`config.mk`:
```
export PLATFORM = sky130hd
export DESIGN_NAME = serial_frame_rx_flat
export DESIGN_NICKNAME = d
export VERILOG_FILES = /design/src/rtl/serial_frame_rx_if.sv /design/src/rtl/serial_frame_rx.sv /design/src/flat_wrapper.sv
export SDC_FILE = /design/constraint.sdc
export NUM_CORES = 1
export LEC_CHECK = 0
export ABC_AREA = 1
export CAP_MARGIN = 20
export CELL_PAD_IN_SITES_DETAIL_PLACEMENT = 1
export CELL_PAD_IN_SITES_GLOBAL_PLACEMENT = 1
export CORE_MARGIN = 2
export CORE_UTILIZATION = 42
export CTS_CLUSTER_DIAMETER = 50
export DETAILED_ROUTE_END_ITERATION = 8
export GPL_TIMING_DRIVEN = 1
export PLACE_DENSITY = 0.87
export SYNTH_ARGS = -nofsm -noshare
export SYNTH_HDL_FRONTEND = slang
export SYNTH_SLANG_ARGS = --single-unit
```
`constraint.sdc`:
```
create_clock -name clk -period 2.08 [get_ports clk]
set_clock_uncertainty 0.05 [all_clocks]
set_input_delay 0.416 -clock clk [delete_from_list [all_inputs] [get_ports clk]]
set_output_delay 0.416 -clock clk [all_outputs]
set_load 0.03 [all_outputs]
```
`src/rtl/serial_frame_rx_if.sv`:
```
// serial_frame_rx_if: valid/ready word output bundle of the serial frame receiver
interface serial_frame_rx_if #(parameter int DATA_W = 8);
  logic [DATA_W-1:0] dout;
  logic dout_valid;
  logic dout_ready;
  logic parity_err;
  logic frame_err;
  logic overrun;
  modport master(output dout, dout_valid, parity_err, frame_err, overrun, input dout_ready);
  modport slave(input dout, dout_valid, parity_err, frame_err, overrun, output dout_ready);
endinterface

```
`src/rtl/serial_frame_rx.sv`:
```
// serial_frame_rx: oversampled serial frame receiver with parity/stop checks and a one-entry output buffer
module serial_frame_rx #(
  parameter int DATA_W     = 8,
  parameter int OVERSAMPLE = 4,
  parameter int PARITY_EN  = 1
) (
  input  logic clk,
  input  logic rst,
  input  logic din,
  serial_frame_rx_if.master bus
);
  localparam int HALF = OVERSAMPLE / 2;
  localparam int CW   = (OVERSAMPLE > 2) ? $clog2(OVERSAMPLE) : 1;
  localparam int BW   = $clog2(DATA_W + 1);
  typedef enum logic [2:0] {IDLE, START, DATA, PARITY, STOP} state_t;
  state_t state_q, state_d;
  logic [1:0] sync_q;
  logic [CW-1:0] cnt_q, cnt_d;
  logic [BW-1:0] bit_q, bit_d;
  logic [DATA_W-1:0] shift_q, shift_d, dout_q, dout_d;
  logic par_q, par_d, valid_q, valid_d, pe_q, pe_d, fe_q, fe_d, ovr_q, ovr_d;
  logic din_s, last, complete, take;
  assign din_s = sync_q[1];
  assign last = cnt_q == CW'(OVERSAMPLE - 1);
  always_comb begin
    state_d  = state_q;
    bit_d    = bit_q;
    shift_d  = shift_q;
    par_d    = par_q;
    complete = 1'b0;
    case (state_q)
      IDLE: begin
        bit_d = '0;
        par_d = 1'b0;
        state_d = din_s ? IDLE : START;
      end
      START: if (cnt_q == CW'(HALF - 1)) state_d = din_s ? IDLE : DATA;
      DATA: if (last) begin
        shift_d = {din_s, shift_q[DATA_W-1:1]};
        par_d   = par_q ^ din_s;
        bit_d   = bit_q + BW'(1);
        if (bit_q == BW'(DATA_W - 1)) state_d = (PARITY_EN != 0) ? PARITY : STOP;
      end
      PARITY: if (last) begin
        par_d   = par_q ^ din_s;
        state_d = STOP;
      end
      STOP: if (last) begin
        complete = 1'b1;
        state_d  = IDLE;
      end
      default: state_d = IDLE;
    endcase
    cnt_d = (state_d != state_q) ? '0 : cnt_q + CW'(1);
  end
  // a completed frame is accepted only if the buffer is empty or draining this cycle
  always_comb begin
    take    = complete && (!valid_q || bus.dout_ready);
    valid_d = take ? 1'b1 : (valid_q && !bus.dout_ready);
    dout_d  = take ? shift_q : dout_q;
    pe_d    = take ? ((PARITY_EN != 0) && par_q) : pe_q;
    fe_d    = take ? !din_s : fe_q;
    ovr_d   = ovr_q || (complete && !take);
  end
  always_ff @(posedge clk) begin
    if (rst) begin
      state_q <= IDLE;
      sync_q  <= 2'b11;
      cnt_q   <= '0;
      bit_q   <= '0;
      shift_q <= '0;
      par_q   <= 1'b0;
      dout_q  <= '0;
      valid_q <= 1'b0;
      pe_q    <= 1'b0;
      fe_q    <= 1'b0;
      ovr_q   <= 1'b0;
    end else begin
      state_q <= state_d;
      sync_q  <= {sync_q[0], din};
      cnt_q   <= cnt_d;
      bit_q   <= bit_d;
      shift_q <= shift_d;
      par_q   <= par_d;
      dout_q  <= dout_d;
      valid_q <= valid_d;
      pe_q    <= pe_d;
      fe_q    <= fe_d;
      ovr_q   <= ovr_d;
    end
  end
  assign bus.dout       = dout_q;
  assign bus.dout_valid = valid_q;
  assign bus.parity_err = pe_q;
  assign bus.frame_err  = fe_q;
  assign bus.overrun    = ovr_q;
endmodule
```
`src/flat_wrapper.sv`:
```
// flat-port wrapper written by rule: the top's interface ports become plain ports
module serial_frame_rx_flat 
#(
  parameter int DATA_W     = 8,
  parameter int OVERSAMPLE = 4,
  parameter int PARITY_EN  = 1
)
  (clk, rst, din, bus_dout, bus_dout_valid, bus_parity_err, bus_frame_err, bus_overrun, bus_dout_ready);
  serial_frame_rx_if #(.DATA_W(DATA_W)) bus_i ();
  input  logic clk;
  input  logic rst;
  input  logic din;
  output wire logic [$bits(bus_i.dout)-1:0] bus_dout;
  output wire logic [$bits(bus_i.dout_valid)-1:0] bus_dout_valid;
  output wire logic [$bits(bus_i.parity_err)-1:0] bus_parity_err;
  output wire logic [$bits(bus_i.frame_err)-1:0] bus_frame_err;
  output wire logic [$bits(bus_i.overrun)-1:0] bus_overrun;
  input wire logic [$bits(bus_i.dout_ready)-1:0] bus_dout_ready;
  assign bus_dout = bus_i.dout;
  assign bus_dout_valid = bus_i.dout_valid;
  assign bus_parity_err = bus_i.parity_err;
  assign bus_frame_err = bus_i.frame_err;
  assign bus_overrun = bus_i.overrun;
  assign bus_i.dout_ready = bus_dout_ready;
  serial_frame_rx #(.DATA_W(DATA_W), .OVERSAMPLE(OVERSAMPLE), .PARITY_EN(PARITY_EN)) u_core (.clk(clk), .rst(rst), .din(din), .bus(bus_i));
endmodule
```
== Word level (Yosys, flattened, before mapping) ==
Index checks and enable logic that the tools add are counted.
Word-level totals
  flip-flop bits (word level): 32
  latch bits: 0
  memory bits (writable): 0
  memory bits (read-only): 0
  input bits: 4
  output and inout port bits: 12
  logic and storage cells: 56
  memories kept: 0
Operators by class
  add/sub/neg operators: 2
  multipliers: 0
  divide/modulo/power cells: 0
  $lt $le $gt $ge: 0
  equality and inequality tests: 10
  shifts and indexed selects: 0
  multiplexer cells: 15
  bitwise logic cells: 1
  reductions and logical operators: 17
Operator list (count)
  $mux 3: 5
  $pmux 3 s5: 1
  $pmux 4 s2: 1
  $eq 3x2->1 const B: 2
  $reduce_and 2->1: 3
  $mux 1: 5
  $add 4x1->4 const B: 1
  $eq 4x3->1 const B: 1
  $logic_not 1->1: 4
  $mux 4: 1
  $ne 2x1->1 const B: 2
  $reduce_bool 2->1: 2
  $reduce_or 2->1: 2
  $eq 3x1->1 const B: 1
  $eq 3x3->1 const B: 1
  $logic_and 1x1->1: 3
  $logic_not 3->1: 1
  $ne 3x3->1: 1
  $add 2x1->2 const B: 1
  $eq 2x1->1 const B: 1
  $eq 2x2->1 const B: 1
  $logic_or 1x1->1: 2
  $mux 2: 1
  $pmux 1 s2: 1
  $xor 1x1->1: 1

== Depth between registers and ports, before layout ==
  word-level depth: 7
  depth in mapped cells: 9
  mapped depth without buffers: 9

== Worst setup path after synthesis ==
OpenSTA, ideal clock, no wires.
  path type: flip-flop to flip-flop
  start: register u_core.cnt_q[0]
  end: register u_core.par_q
  setup time: 0.116 ns
  data arrival time: 1.142 ns
  required time: 1.914 ns
  setup slack: 0.772 ns
  cell stages (with the launch flop): 5
  path buffers: 0
  clock period less this slack: 1.308 ns
  cell sequence: dfxtp_1 -> ha_1 -> o211ai_2 -> nand2_1 -> o211a_1
Between the ends
  cells in the longest elaborated chain, start to end: 3
Ends and longest elaborated chain
  from (decl): RTL line serial_frame_rx.sv:18  | logic [CW-1:0] cnt_q, cnt_d;
  from (signal assigned): RTL line serial_frame_rx.sv:81  | cnt_q <= cnt_d;
  $eq 2x2->1: RTL line serial_frame_rx.sv:24  | assign last = cnt_q == CW'(OVERSAMPLE - 1);
  $ne 2x1->1 (no line)
  $reduce_and 2->1 (no line)
  to (signal assigned): RTL line serial_frame_rx.sv:84  | par_q <= par_d;
  to (decl): RTL line serial_frame_rx.sv:21  | logic par_q, par_d, valid_q, valid_d, pe_q, pe_d, fe_q, fe_d, ovr_q, ovr_d;
No other way between the ends.
A chain may end at the register's enable or synchronous reset.

== Worst setup path after layout ==
  start: register u_core.dout_q[7] (netlist: u_core.bus.dout[7])
  end: output port bus_dout[7]
RTL lines
  from (decl): RTL line serial_frame_rx.sv:20  | logic [DATA_W-1:0] shift_q, shift_d, dout_q, dout_d;
  from (signal assigned): RTL line serial_frame_rx.sv:85  | dout_q <= dout_d;
  to (decl): RTL line flat_wrapper.sv:13  | output wire logic [$bits(bus_i.dout)-1:0] bus_dout;
No word-level cell between the ends.

==> results by group <==
Timing
  – Fin Setup TNS: 0 ns
  – Fmax: approximately 0.54 GHz
  – Unrepaired setup endpoints after global routing: false
  – Slew headroom: 73.9%
  – Final worst path period need: 1.86 ns
  – Slew Limit Fails: 0
  – Worst Tran Pin Value: 0.391 ns
  – Final setup vio count: 0
  – Final hold vios: 0
  – Tcrit/Tclk final: between 80% and 90%

Clock network
  – Hold bufs inserted after CTS: 0
  – CTS-repair resized insts: 0
  – Clock Latency Late Sink: around 0.33 ns
  – Maximum buffer depth of the clock tree: 2
  – Num CTS Buffers: 5
  – Number of setup buffers added after CTS: 0
  – H-tree Lvls: 2
  – CTS Root Cell: clkbuf_4
  – Clk sink count: 32
  – CTS tree: done
  – Clock slew seen by the registers of the worst setup and hold paths: about 0.10 ns

Floorplanning
  – Row Count: 20
  – Die X: 60.3 µm
  – # IOs: 16
  – Core ar.: approximately 0.0030 mm²
  – Die Y-Extent: between 60 and 70 µm
  – Initial Utilization: a little over two fifths
  – Die Area: roughly 0.0036 mm²

Logic synthesis
  – Seq cells post-synth: 32
  – Synth cell types: 25
  – Syn_nets: 176
  – Multiplexer share of the synthesized area: 0%
  – Top post-synthesis cells by area: dfxtp_1 48%, nor2_1 7.3%, a21oi_1 7.1%
  – Leading area contributor after synthesis: dfxtp_1
  – Synthesized instance count: approximately 170
  – Mapped Avg Cell Area: approximately 7.9 µm²
  – Adder-Cell Fraction of Synth Area: 2.82%
  – Compound-Gate Fraction of Synth Area: between 10 and 15%
  – Area share of the largest cell type after synthesis: ~48%
  – Simple-gate share of the synthesized area: between 20 and 30%
  – Largest family of logic cells by synthesized area: simple AND/OR/NAND/NOR gates
  – Yosys warning count: 0
  – Xor and xnor fraction of the mapped netlist area: less than 1%
  – Seq/Total Area, Yosys: 48.1%
  – Mapped Area: around 0.0013 mm²

Setup path
  – Critical Path RT: about 1.6 ns
  – Register-to-register setup slack: about 0.42 ns
  – Slowest CP cell: clkdlybuf4s50_1
  – WS Path Type: reg -> out
  – Critical Path Sink Type: primary output
  – Arrival time worst endpoint: between 1 and 1.5 ns
  – Crit path max-delay family: buffers and inverters
  – Crit-path cells: clkdlybuf4s50_1
  – CP max stage delay: just under 0.7 ns
  – Biggest fanout along the worst timing path: 2
  – Worst setup SP type: flip-flop
  – Buf/Inv on CP: 1

Layout
  – Most frequent cells in the layout: 32 x dfxtp_1, 26 x nor2_1, 23 x nand2_1, 19 x a21oi_1, 17 x nand3_1
  – Synth-to-layout area growth: 20.3%
  – Commonest non-fill, non-tap cell in the layout: dfxtp_1
  – Antenna diodes: 0
  – Post-layout util: between 50 and 60%
  – Layout cells sized above 1: approximately 15%
  – Nets: 195

Hold path
  – Hold crit path type: reg -> reg

Drt
  – DRC Markers: 0
  – WL per Instance: roughly 14 µm
  – DRT antenna net count: 0
  – DR pass1 iterations: 4
  – Via count: roughly 1200
  – Starting DRC count in detailed routing: 17
  – Aggregate routed wire length: 3250 µm
  – Vias/cell: between 5 and 6

Placement
  – Detailed Place HPWL: 2340 µm
  – Port bufs: 15
  – Final Wtd Congestion: 0.802

Global routing
  – Final global-route overflow total: 0
  – Initial antenna violation count: 0
  – First-pass GRT wire length: 5490 µm
  – Largest net degree at the start of global routing: 17
  – Gr usage total: roughly a fifth
  – Number of global-route vias before repair: between 1000 and 1500

Pwr
  – Lkg Pwr: slightly below 0.0006 µW
  – PD cells: 728 mW/mm²
  – Max VDD drop: between 0.4 and 0.5 mV

Run
  – Max-cap violations: 0

Outcome
  – Outcome: completed
-- logic make-up (layout without fill, tap and decap cells) --
kind of cell / after synthesis / after routing
xor+xnor: 1 / 1
flops: 32 / 32
simple gates: 81 / 81
buf+inv: 18 / 38
compound gates: 34 / 34
fa+ha+maj: 3 / 3
-- metrics by stage --
step | setup WS (ns) | cells | total power, µW | cell area (µm²) | hold slack (ns)
floorplan | 0.772 | 169 | 689 | 1330 | 0.339
global placement | 0.455 | 225 | 704 | 1530 | 0.344
detailed placement | 0.347 | 225 | 711 | 1530 | 0.354
CTS | 0.215 | 233 | 1170 | 1600 | 0.382
global route | 0.178 | 233 | 1210 | 1600 | 0.409
finish | 0.221 | 233 | 1170 | 1600 | 0.378
-- state kept, by name, indices dropped and copies added (netlist names) --
signal	cells
u_core.shift_q	8
u_core.cnt_q	2
u_core.bus.overrun	1
u_core.bus.dout_valid	1
u_core.bus.frame_err	1
u_core.state_q	3
u_core.bus.parity_err	1
u_core.sync_q	2
u_core.bus.dout	8
u_core.bit_q	4
u_core.par_q	1
-- power by group --
group          internal, µW  total, µW  switching [µW]
combinational          24.5       64.5            40.0
sequential              623        632            8.96
clock                   252        469             217
total                   899       1170             266
-- worst register-to-register path, delay by kind of cell (launching register included) --
kind                       cells  cell delay, ns
and+or+nand+nor                3            0.61
DFF                            1            0.37
adders and majority gates      1            0.33
buffers and inverters          1            0.11
AOI/OAI and AO/OA              1            0.08
-- cell usage after synthesis (all sizes together) --
cell,n
a21oi,20
buf,1
clkbuf,4
dfxtp,32
ha,3
inv,13
nand2,28
nand3,17
nor2,31
nor3,3
o211a,1
o211ai,1
o21a,1
o21ai,11
or2,2
xnor2,1
-- layer usage --
metal	vias up	global-route usage (%)	wire length, µm
li1	591	-	-
met1	573	25.1	1420
met2	16	35.1	1690
met3	8	4.55	89
met4	0	6.67	46
met5	-	0	0
-- final timing paths --
kind | cells after the start | end | startpoint
worst max-delay path | 1 | bus_dout[7] | u_core.bus.dout[7]$_SDFFE_PP0P_
worst min register to register | 1 | u_core.sync_q[1]$_SDFF_PP1_ | u_core.sync_q[0]$_SDFF_PP1_
worst min-delay path | 1 | u_core.sync_q[1]$_SDFF_PP1_ | u_core.sync_q[0]$_SDFF_PP1_
worst max register to register | 6 | u_core.bus.dout[7]$_SDFFE_PP0P_ | u_core.cnt_q[0]$_SDFF_PP0_
-- area by class of cell --
type	instances	area, µm²
well taps	44	55.1
multi-input cells	119	613
repair buffers	17	165
inverters	13	51.3
clock buffers	6	41.3
fillers	382	1430
flip-flops and latches	32	641
clock inverters	2	35.0
Power figures use the tool's default switching activity.
